File: config.mk
export PLATFORM = sky130hd
export DESIGN_NAME = instr_encoder_flat
export DESIGN_NICKNAME = d
export VERILOG_FILES = /design/src/rtl/instr_encoder_if.sv /design/src/rtl/instr_encoder.sv /design/src/flat_wrapper.sv
export SDC_FILE = /design/constraint.sdc
export NUM_CORES = 1
export LEC_CHECK = 0
export ABC_AREA = 1
export BUFFER_PORTS_ARGS = -buffer_cell sky130_fd_sc_hd__buf_4
export CAP_MARGIN = 30
export CORE_UTILIZATION = 55
export CTS_CLUSTER_SIZE = 10
export DETAILED_ROUTE_END_ITERATION = 10
export MAX_ROUTING_LAYER = met4
export PLACE_DENSITY = 0.88
export SLEW_MARGIN = 20
export SYNTH_ARGS = -nofsm -noshare
export SYNTH_HDL_FRONTEND = slang
export SYNTH_SLANG_ARGS = --single-unit
export TNS_END_PERCENT = 5
File: constraint.sdc
create_clock -name clk -period 3 [get_ports clk]
set_clock_uncertainty 0.2 [all_clocks]
set_input_delay 0.45 -clock clk [delete_from_list [all_inputs] [get_ports clk]]
set_output_delay 0.45 -clock clk [all_outputs]
set_load 0.01 [all_outputs]
File: src/rtl/instr_encoder_if.sv
// Field/handshake bundle between an instruction source and instr_encoder.
// The encoder uses the slave modport; the source side uses master.
interface instr_encoder_if #(
  parameter int ADDR_W = 32
) ();
  logic              in_valid;
  logic              in_ready;
  logic [6:0]        in_opcode;
  logic [4:0]        in_rd;
  logic [4:0]        in_rs1;
  logic [4:0]        in_rs2;
  logic [2:0]        in_funct3;
  logic [6:0]        in_funct7;
  logic [31:0]       in_imm;

  logic              out_valid;
  logic              out_ready;
  logic [31:0]       out_instr;
  logic [ADDR_W-1:0] out_addr;
  logic [3:0]        out_err;
  logic              err_sticky;
  logic [15:0]       word_cnt;
  logic [15:0]       err_cnt;

  modport master (
    output in_valid, in_opcode, in_rd, in_rs1, in_rs2, in_funct3, in_funct7, in_imm,
    output out_ready,
    input  in_ready,
    input  out_valid, out_instr, out_addr, out_err, err_sticky, word_cnt, err_cnt
  );

  modport slave (
    input  in_valid, in_opcode, in_rd, in_rs1, in_rs2, in_funct3, in_funct7, in_imm,
    input  out_ready,
    output in_ready,
    output out_valid, out_instr, out_addr, out_err, err_sticky, word_cnt, err_cnt
  );
endinterface

File: src/rtl/instr_encoder.sv
// RV32I instruction packer: range/alignment-checks an immediate, encodes the word in
// stage A, re-extracts and self-checks it in stage B, and emits it with a sequential address.
module instr_encoder #(
  parameter int                ADDR_W     = 32,
  parameter logic [ADDR_W-1:0] BASE_ADDR  = '0,
  parameter bit                SELF_CHECK = 1'b1
) (
  input logic             clk,
  input logic             rst_n,
  instr_encoder_if.slave  bus
);

  localparam logic [31:0]       NOP       = 32'h0000_0013;
  localparam logic [ADDR_W-1:0] ADDR_STEP = ADDR_W'(4);

  localparam logic [6:0] OP_IMM    = 7'b0010011;
  localparam logic [6:0] OP_LOAD   = 7'b0000011;
  localparam logic [6:0] OP_JALR   = 7'b1100111;
  localparam logic [6:0] OP_STORE  = 7'b0100011;
  localparam logic [6:0] OP_BRANCH = 7'b1100011;
  localparam logic [6:0] OP_JAL    = 7'b1101111;
  localparam logic [6:0] OP_LUI    = 7'b0110111;
  localparam logic [6:0] OP_AUIPC  = 7'b0010111;
  localparam logic [6:0] OP_REG    = 7'b0110011;

  localparam logic signed [31:0] I_MIN  = -32'sd2048;
  localparam logic signed [31:0] I_MAX  = 32'sd2047;
  localparam logic signed [31:0] SH_MAX = 32'sd31;
  localparam logic signed [31:0] B_MIN  = -32'sd4096;
  localparam logic signed [31:0] B_MAX  = 32'sd4094;
  localparam logic signed [31:0] J_MIN  = -32'sd1048576;
  localparam logic signed [31:0] J_MAX  = 32'sd1048574;

  typedef enum logic [2:0] {
    FMT_I, FMT_SH, FMT_S, FMT_B, FMT_J, FMT_U, FMT_R, FMT_BAD
  } fmt_e;

  // ---------------------------------------------------------------- stage A encode
  logic signed [31:0] imm_s;
  logic [31:0]        imm;
  fmt_e               fmt_next;
  logic [31:0]        word_next;
  logic               range_next;
  logic               align_next;
  logic               opcode_next;

  assign imm   = bus.in_imm;
  assign imm_s = bus.in_imm;

  always_comb begin
    fmt_next = FMT_BAD;
    case (bus.in_opcode)
      OP_IMM:             fmt_next = (bus.in_funct3 == 3'b001 || bus.in_funct3 == 3'b101)
                                     ? FMT_SH : FMT_I;
      OP_LOAD, OP_JALR:   fmt_next = FMT_I;
      OP_STORE:           fmt_next = FMT_S;
      OP_BRANCH:          fmt_next = FMT_B;
      OP_JAL:             fmt_next = FMT_J;
      OP_LUI, OP_AUIPC:   fmt_next = FMT_U;
      OP_REG:             fmt_next = FMT_R;
      default:            fmt_next = FMT_BAD;
    endcase
  end

  always_comb begin
    word_next   = NOP;
    range_next  = 1'b0;
    align_next  = 1'b0;
    opcode_next = 1'b0;
    case (fmt_next)
      FMT_I: begin
        word_next  = {imm[11:0], bus.in_rs1, bus.in_funct3, bus.in_rd, bus.in_opcode};
        range_next = (imm_s < I_MIN) || (imm_s > I_MAX);
      end
      FMT_SH: begin
        word_next  = {bus.in_funct7, imm[4:0], bus.in_rs1, bus.in_funct3, bus.in_rd,
                      bus.in_opcode};
        range_next = (imm_s < 32'sd0) || (imm_s > SH_MAX);
      end
      FMT_S: begin
        word_next  = {imm[11:5], bus.in_rs2, bus.in_rs1, bus.in_funct3, imm[4:0],
                      bus.in_opcode};
        range_next = (imm_s < I_MIN) || (imm_s > I_MAX);
      end
      FMT_B: begin
        word_next  = {imm[12], imm[10:5], bus.in_rs2, bus.in_rs1, bus.in_funct3,
                      imm[4:1], imm[11], bus.in_opcode};
        range_next = (imm_s < B_MIN) || (imm_s > B_MAX);
        align_next = imm[0];
      end
      FMT_J: begin
        word_next  = {imm[20], imm[10:1], imm[11], imm[19:12], bus.in_rd, bus.in_opcode};
        range_next = (imm_s < J_MIN) || (imm_s > J_MAX);
        align_next = imm[0];
      end
      FMT_U: begin
        word_next  = {imm[31:12], bus.in_rd, bus.in_opcode};
        align_next = (imm[11:0] != 12'h000);
      end
      FMT_R: begin
        word_next  = {bus.in_funct7, bus.in_rs2, bus.in_rs1, bus.in_funct3, bus.in_rd,
                      bus.in_opcode};
      end
      default: opcode_next = 1'b1;
    endcase
  end

  // ---------------------------------------------------------------- handshake
  logic        a_valid_reg;
  logic [31:0] a_word_reg;
  logic [31:0] a_imm_reg;
  logic [2:0]  a_err_reg;
  fmt_e        a_fmt_reg;

  logic        out_valid_reg;
  logic [31:0] out_instr_reg;
  logic [3:0]  out_err_reg;
  logic [ADDR_W-1:0] out_addr_reg;
  logic        err_sticky_reg;
  logic [15:0] word_cnt_reg;
  logic [15:0] err_cnt_reg;

  logic b_can_load;
  logic in_ready;
  logic out_fire;

  assign b_can_load = !out_valid_reg || bus.out_ready;
  assign in_ready   = !a_valid_reg || b_can_load;
  assign out_fire   = out_valid_reg && bus.out_ready;

  always_ff @(posedge clk) begin
    if (!rst_n) begin
      a_valid_reg <= 1'b0;
    end else if (in_ready) begin
      a_valid_reg <= bus.in_valid;
    end
  end

  // Payload needs no reset: it is qualified by a_valid_reg everywhere.
  always_ff @(posedge clk) begin
    if (in_ready && bus.in_valid) begin
      a_word_reg <= word_next;
      a_imm_reg  <= bus.in_imm;
      a_err_reg  <= {opcode_next, align_next, range_next};
      a_fmt_reg  <= fmt_next;
    end
  end

  // ---------------------------------------------------------------- stage B check
  logic       chk_err;
  logic [3:0] b_err_next;

  generate
    if (SELF_CHECK) begin : g_check
      logic [31:0] chk_imm;
      logic [31:0] w;
      assign w = a_word_reg;

      always_comb begin
        chk_imm = a_imm_reg;
        case (a_fmt_reg)
          FMT_I:   chk_imm = {{20{w[31]}}, w[31:20]};
          FMT_SH:  chk_imm = {27'd0, w[24:20]};
          FMT_S:   chk_imm = {{20{w[31]}}, w[31:25], w[11:7]};
          FMT_B:   chk_imm = {{19{w[31]}}, w[31], w[7], w[30:25], w[11:8], 1'b0};
          FMT_J:   chk_imm = {{11{w[31]}}, w[31], w[19:12], w[20], w[30:21], 1'b0};
          FMT_U:   chk_imm = {w[31:12], 12'h000};
          default: chk_imm = a_imm_reg;
        endcase
      end

      // Only meaningful for words that passed stage A; errored words are NOPs anyway.
      assign chk_err = (a_err_reg == 3'b000) && (chk_imm != a_imm_reg);
    end else begin : g_nocheck
      assign chk_err = 1'b0;
    end
  endgenerate

  assign b_err_next = {chk_err, a_err_reg};

  always_ff @(posedge clk) begin
    if (!rst_n) begin
      out_valid_reg <= 1'b0;
      out_instr_reg <= 32'h0;
      out_err_reg   <= 4'h0;
    end else if (b_can_load) begin
      out_valid_reg <= a_valid_reg;
      if (a_valid_reg) begin
        out_instr_reg <= (b_err_next != 4'h0) ? NOP : a_word_reg;
        out_err_reg   <= b_err_next;
      end
    end
  end

  // ---------------------------------------------------------------- emit bookkeeping
  always_ff @(posedge clk) begin
    if (!rst_n) begin
      out_addr_reg   <= BASE_ADDR;
      word_cnt_reg   <= 16'h0;
      err_cnt_reg    <= 16'h0;
      err_sticky_reg <= 1'b0;
    end else if (out_fire) begin
      out_addr_reg <= out_addr_reg + ADDR_STEP;
      word_cnt_reg <= word_cnt_reg + 16'd1;
      if (out_err_reg != 4'h0) begin
        err_sticky_reg <= 1'b1;
        if (err_cnt_reg != 16'hFFFF) begin
          err_cnt_reg <= err_cnt_reg + 16'd1;
        end
      end
    end
  end

  assign bus.in_ready   = in_ready;
  assign bus.out_valid  = out_valid_reg;
  assign bus.out_instr  = out_instr_reg;
  assign bus.out_addr   = out_addr_reg;
  assign bus.out_err    = out_err_reg;
  assign bus.err_sticky = err_sticky_reg;
  assign bus.word_cnt   = word_cnt_reg;
  assign bus.err_cnt    = err_cnt_reg;

endmodule

File: src/flat_wrapper.sv
// flat-port wrapper written by rule: the top's interface ports become plain ports
module instr_encoder_flat 
#(
  parameter int                ADDR_W     = 32,
  parameter logic [ADDR_W-1:0] BASE_ADDR  = '0,
  parameter bit                SELF_CHECK = 1'b1
)
  (clk, rst_n, bus_in_valid, bus_in_opcode, bus_in_rd, bus_in_rs1, bus_in_rs2, bus_in_funct3, bus_in_funct7, bus_in_imm, bus_out_ready, bus_in_ready, bus_out_valid, bus_out_instr, bus_out_addr, bus_out_err, bus_err_sticky, bus_word_cnt, bus_err_cnt);
  instr_encoder_if #(.ADDR_W(ADDR_W)) bus_i ();
  input logic clk;
  input logic rst_n;
  input wire logic [$bits(bus_i.in_valid)-1:0] bus_in_valid;
  input wire logic [$bits(bus_i.in_opcode)-1:0] bus_in_opcode;
  input wire logic [$bits(bus_i.in_rd)-1:0] bus_in_rd;
  input wire logic [$bits(bus_i.in_rs1)-1:0] bus_in_rs1;
  input wire logic [$bits(bus_i.in_rs2)-1:0] bus_in_rs2;
  input wire logic [$bits(bus_i.in_funct3)-1:0] bus_in_funct3;
  input wire logic [$bits(bus_i.in_funct7)-1:0] bus_in_funct7;
  input wire logic [$bits(bus_i.in_imm)-1:0] bus_in_imm;
  input wire logic [$bits(bus_i.out_ready)-1:0] bus_out_ready;
  output wire logic [$bits(bus_i.in_ready)-1:0] bus_in_ready;
  output wire logic [$bits(bus_i.out_valid)-1:0] bus_out_valid;
  output wire logic [$bits(bus_i.out_instr)-1:0] bus_out_instr;
  output wire logic [$bits(bus_i.out_addr)-1:0] bus_out_addr;
  output wire logic [$bits(bus_i.out_err)-1:0] bus_out_err;
  output wire logic [$bits(bus_i.err_sticky)-1:0] bus_err_sticky;
  output wire logic [$bits(bus_i.word_cnt)-1:0] bus_word_cnt;
  output wire logic [$bits(bus_i.err_cnt)-1:0] bus_err_cnt;
  assign bus_i.in_valid = bus_in_valid;
  assign bus_i.in_opcode = bus_in_opcode;
  assign bus_i.in_rd = bus_in_rd;
  assign bus_i.in_rs1 = bus_in_rs1;
  assign bus_i.in_rs2 = bus_in_rs2;
  assign bus_i.in_funct3 = bus_in_funct3;
  assign bus_i.in_funct7 = bus_in_funct7;
  assign bus_i.in_imm = bus_in_imm;
  assign bus_i.out_ready = bus_out_ready;
  assign bus_in_ready = bus_i.in_ready;
  assign bus_out_valid = bus_i.out_valid;
  assign bus_out_instr = bus_i.out_instr;
  assign bus_out_addr = bus_i.out_addr;
  assign bus_out_err = bus_i.out_err;
  assign bus_err_sticky = bus_i.err_sticky;
  assign bus_word_cnt = bus_i.word_cnt;
  assign bus_err_cnt = bus_i.err_cnt;
  instr_encoder #(.ADDR_W(ADDR_W), .BASE_ADDR(BASE_ADDR), .SELF_CHECK(SELF_CHECK)) u_core (.clk(clk), .rst_n(rst_n), .bus(bus_i));
endmodule
# After elaboration in Yosys (flattened, before gate mapping)
# Cells that the tools add are included.
# W data, S select, Z words.
# op_classes
n_mux,8
n_addsub,3
n_reduce_logical,26
magnitude_cmp,8
eq_ne,24
# op_table
operator,n
$pmux W32 S7,1
$pmux W32 S6,1
$add A16 B1 Y16 const B,2
$add A32 B3 Y32 const B,1
$gt A32 B12 Y1 const B,1
$gt A32 B13 Y1 const B,1
$gt A32 B21 Y1 const B,1
$gt A32 B6 Y1 const B,1
$lt A32 B1 Y1 const B,1
$lt A32 B12 Y1 const B,1
$lt A32 B13 Y1 const B,1
$lt A32 B21 Y1 const B,1
$mux W32,1
$ne A32 B32 Y1,1
$eq A7 B6 Y1 const B,3
$eq A7 B7 Y1 const B,3
$pmux W3 S7,1
$eq A3 B3 Y1 const B,6
$ne A16 B16 Y1 const B,1
$eq A7 B5 Y1 const B,2
$eq A3 B2 Y1 const B,4
$reduce_bool A12 Y1,1
$eq A3 B1 Y1 const B,3
$logic_not A3 Y1,3
12 further kinds,27
# word_totals
output_inout_bits,103
word_cells,81
inputBits,68
register_bits,173

# Logic depth before layout (Yosys ltp)
# depth
ltp_word,7
mapped_depth,18
mapped_depth_nobuf,15

# Least setup slack after synthesis
# OpenSTA, ideal clock, no wires.
# synth_timing
kind,input -> register
start,input bus_out_ready
end,register u_core.a_err_reg[0] (enable)
arrival_ns,2.085
stages,4
setup_slack_ns,0.291
n_path_buf,0
path_cell_list,inv_1 > nand3_1 > nand2_1 > inv_1
# synth_via
elab_chain_cells,3
# synth_lines
element,line,text
from (decl),flat_wrapper.sv:20,input wire logic [$bits(bus_i.out_ready)-1:0] bus_out_ready;
$logic_or A1 B1 Y1,instr_encoder.sv:127,assign b_can_load = !out_valid_reg || bus.out_ready;
$logic_or A1 B1 Y1,instr_encoder.sv:128,assign in_ready = !a_valid_reg || b_can_load;
via bus_in_ready,flat_wrapper.sv:21,output wire logic [$bits(bus_i.in_ready)-1:0] bus_in_ready;
$logic_and A1 B1 Y1,instr_encoder.sv:141,if (in_ready && bus.in_valid) begin
to (signal assigned),instr_encoder.sv:144,"a_err_reg <= {opcode_next, align_next, range_next};"
to (decl),instr_encoder.sv:112,logic [2:0] a_err_reg;
# The timed path passes the listed nets, and every way through them passes these cells.
# A chain may end at the register's enable or synchronous reset.

# Worst setup path after layout
# layout_timing
start,register u_core.a_fmt_reg[1]
end,"register u_core.out_instr_reg[4], in the netlist u_core.bus.out_instr[4]"
# layout_via
elab_chain_cells,6
# layout_lines
element,line,text
from (decl),instr_encoder.sv:113,fmt_e a_fmt_reg;
from (signal assigned),instr_encoder.sv:145,a_fmt_reg <= fmt_next;
"$eq A3 B3 Y1, or another cell as far along",instr_encoder.sv:161,case (a_fmt_reg)
$pmux W32 S6 *,instr_encoder.sv:161,
$ne A32 B32 Y1 *,instr_encoder.sv:173,assign chk_err = (a_err_reg == 3'b000) && (chk_imm != a_imm_reg);
$logic_and A1 B1 Y1 *,instr_encoder.sv:173,
$reduce_bool A4 Y1 *,instr_encoder.sv:189,out_instr_reg <= (b_err_next != 4'h0) ? NOP : a_word_reg;
$mux W32 *,instr_encoder.sv:189,
to (signal assigned),instr_encoder.sv:189,
to (decl),instr_encoder.sv:116,logic [31:0] out_instr_reg;
# Mark *: on every way between the ends. The rest lies on a longest branch, timed or not.

==> impl_metrics.tcl <==
set metrics [dict create \
    dr_total_vias 8218 \
    r2r-end "u_core.bus.out_instr[4]" \
    htreeDepth 4 \
    drt_iter0_drc 917 \
    path_common_cell "nand2_1" \
    min_path_cells 1 \
    syn_inst 1119 \
    min_to "u_core.a_imm_reg[30]" \
    gp_routability_congestion 0.9100 \
    path_class "register to register" \
    clk_latency_ns 0.43 \
    rows 44 \
    vias_per_cell 5.549 \
    synth_area_mm2 0.008413 \
    cellLeakagePower_nw 4.501 \
    hold_violations 0 \
    diodes 0 \
    fin_nets 1355 \
    fin_crit_ns 2.785 \
    r2r_slack_ns 0.21 \
    design.core.area_mm2 0.01475 \
    p_per_area_mw_per_mm2 480.2 \
    violations "DRC" \
    synth.top_cell.area_share_pct 24.99 \
    dieArea_mm2 0.01580 \
    endpoint_kind "register" \
    slew_headroom_pct 43.48 \
    synth_top_area_cell "edfxtp_1" \
    ant_nets 0 \
    grt_usage_pct 29.44 \
    ir_worst_vdd_mv 0.3992 \
    final_cells 1481 \
    numCtsBuffers 17 \
    crit_chain "nor2_1, nand2_1, nand4_1, nand2_1, nor2_1, nand2_1, nor2_1, nand2_1, nor2_2, buf_12, nand2_2, o21ai_1, inv_1" \
    slew_violations 0 \
    hpwlAfterDp_um 16470 \
    worstPathRequired_ns 3.12 \
    finalCritPeriodShare_pct 92.84 \
    rr_startpoint "u_core.a_fmt_reg[1]" \
    dieWidth_um 125.7 \
    clockBufferDepth 2 \
    grt_antenna_before_repair 0 \
    overflow 0 \
    max_stage_delay_ns 0.55 \
    fmax_ghz 0.3590 \
    start_util_pct 57.02 \
    synth_area_leaders "edfxtp_1 (25%), dfxtp_1 (24%), nand2_1 (13%)" \
    start_kind "register" \
    power_mw 5.003 \
    layout-drive-gt1-share_pct 17.35 \
    seq_area_frac_synth_pct 49.02 \
    slowest_stage "nor2_1" \
    finish.utilization_pct 70.62 \
    clkSlewWorstSetupHoldPaths_ns 0.07 \
    dr.pass1.iters 10 \
    grt_max_degree 71 \
    rsz0062_at_grt "no" \
    first_global_vias 7302 \
    finalWirelength_um 21890 \
    cts_tree "built" \
    grt_pass1_wl_um 35720 \
    arrival_ns 2.91 \
    remaining_drc_errors 16 \
    maxCapViolCount 0 \
    startpoint "u_core.a_fmt_reg[1]" \
    area_growth_pct 23.85 \
    hp-start "bus_in_imm[30]" \
    die_h_um 125.7 \
    synth_area_per_cell_um2 7.518 \
    worstPathMaxFanout 30 \
    wl_per_cell_um 14.78 \
    dp_cells 1448 \
    numClockSinks 171 \
    multi_input_area_mm2 0.003631 \
    ios 171 \
    num-fill-cells 1196 \
    synth_seq_cells 171 \
    root_buffer "clkbuf_16" \
    finalSetupViolCount 0 \
    outcome "complete, but fails checks" \
    ys_warn_count 0 \
    seqCellArea_mm2 0.004124 \
    ys_types 38 \
    tightest_slew_ns 0.8465 \
    setup_tns_ns 0 \
    reg2regPathDepth 13 \
    hp-class "input port to register" \
    io_buffers 168 \
]
-- what timing repair did --
| action | CTS | global route |
|---|---|---|
| buffers inserted | 0 | 0 |
| endpoints found under the setup margin | 0 | 2 |
| endpoints found under the hold margin | 1 | 0 |
| gates resized for setup | 0 | 1 |
| hold buffers | 1 | 0 |
-- metrics by stage --
step / worst slack (ns) / hold slack [ns] / instance area (µm²)
2_1_floorplan: 0.2910 / 0.2208 / 8421
3_3_place_gp: 0.3668 / 0.2270 / 9844
3_5_place_dp: 0.2629 / 0.2322 / 9844
4_1_cts: 0.2334 / 0.003239 / 10420
5_1_grt: 0.02076 / 0.006057 / 10420
6_report: 0.2148 / 0.02286 / 10420
-- layer usage --
layer  wire length, µm  track usage (%)  part of all wire [%]  up-vias
met5                 0                -                     0        -
met4               493            12.12                   2.3        0
met3              1763            4.928                   8.1       44
met2             10240            46.01                    47      410
met1              9393            38.06                    43     3693
li1                  -                -                     -     4071
-- worst max-delay path: cells and delay by family, from the launching register on --
kind / cells / cell delay (ns)
and+or+nand+nor: 10 / 1.63
DFF: 1 / 0.49
buffers and inverters: 2 / 0.23
AOI/OAI and AO/OA: 1 / 0.12
-- cells by family after synthesis --
kind of cell    synth area share (%)
buf+inv                        8.046
xor+xnor                       1.041
other cells                  0.08927
compound gates                 8.670
flops                          49.02
fa+ha+maj                     0.4462
simple gates                   32.69
-- worst max-delay path by stage --
stage | slack (ns) | end | cells after the start
6_report | 0.21 | u_core.bus.out_instr[4] | 13
5_1_grt | 0.02 | u_core.bus.out_instr[0] | 13
4_1_cts | 0.23 | u_core.bus.out_instr[4] | 15
3_5_place_dp | 0.26 | u_core.bus.out_instr[4] | 15
3_3_place_gp | 0.37 | u_core.bus.out_instr[4] | 15
2_1_floorplan | 0.29 | u_core.a_err_reg[0] | 4
-- where the power goes --
| part | leakage [nW] | internal, mW | switching [mW] |
|---|---|---|---|
| clock | 0.279 | 1.13 | 0.949 |
| sequential | 1.50 | 2.49 | 0.0530 |
| combinational | 2.72 | 0.149 | 0.235 |
-- synthesized netlist by cell type, drive strengths merged --
| master | instances |
|---|---|
| inv | 131 |
| conb | 2 |
| nand4 | 62 |
| nor3b | 7 |
| o21ai | 55 |
| o211ai | 3 |
| and2 | 1 |
| dfxtp | 101 |
| a31oi | 2 |
| xor2 | 8 |
| nor4 | 11 |
| or2 | 1 |
| a21oi | 73 |
| edfxtp | 70 |
| xnor2 | 2 |
| nor3 | 36 |
| clkbuf | 21 |
| o22ai | 2 |
| ha | 3 |
| a22oi | 1 |
| nand3 | 86 |
| nor2 | 113 |
| and3b | 1 |
| nand2 | 303 |
| buf | 15 |
| clkinv | 1 |
| o31ai | 1 |
| nand3b | 4 |
| a21o | 3 |
-- cell usage in the layout, fill, tap and decap left out, types with 4 or more instances in the layout --
master / n
nand2_1: 300
buf_4: 177
inv_1: 126
nor2_1: 111
dfxtp_1: 101
nand3_1: 85
a21oi_1: 73
edfxtp_1: 70
nand4_1: 62
o21ai_0: 50
nor3_1: 36
clkbuf_16: 17
nor4_1: 10
xor2_1: 8
nor3b_1: 7
inv_2: 5
nand3b_1: 4
o21ai_1: 4
conb_1: 4
inv_6: 4
-- layout make-up --
class	count	share of cell area (%)
Sequential cell	171	39.58
Multi-Input combinational cell	782	34.85
Clock buffer	19	4.347
Tap cell	184	2.209
Inverter	132	4.755
Clock inverter	13	1.033
Timing Repair Buffer	180	13.23
Note: power is estimated with default switching activity, not from simulation.
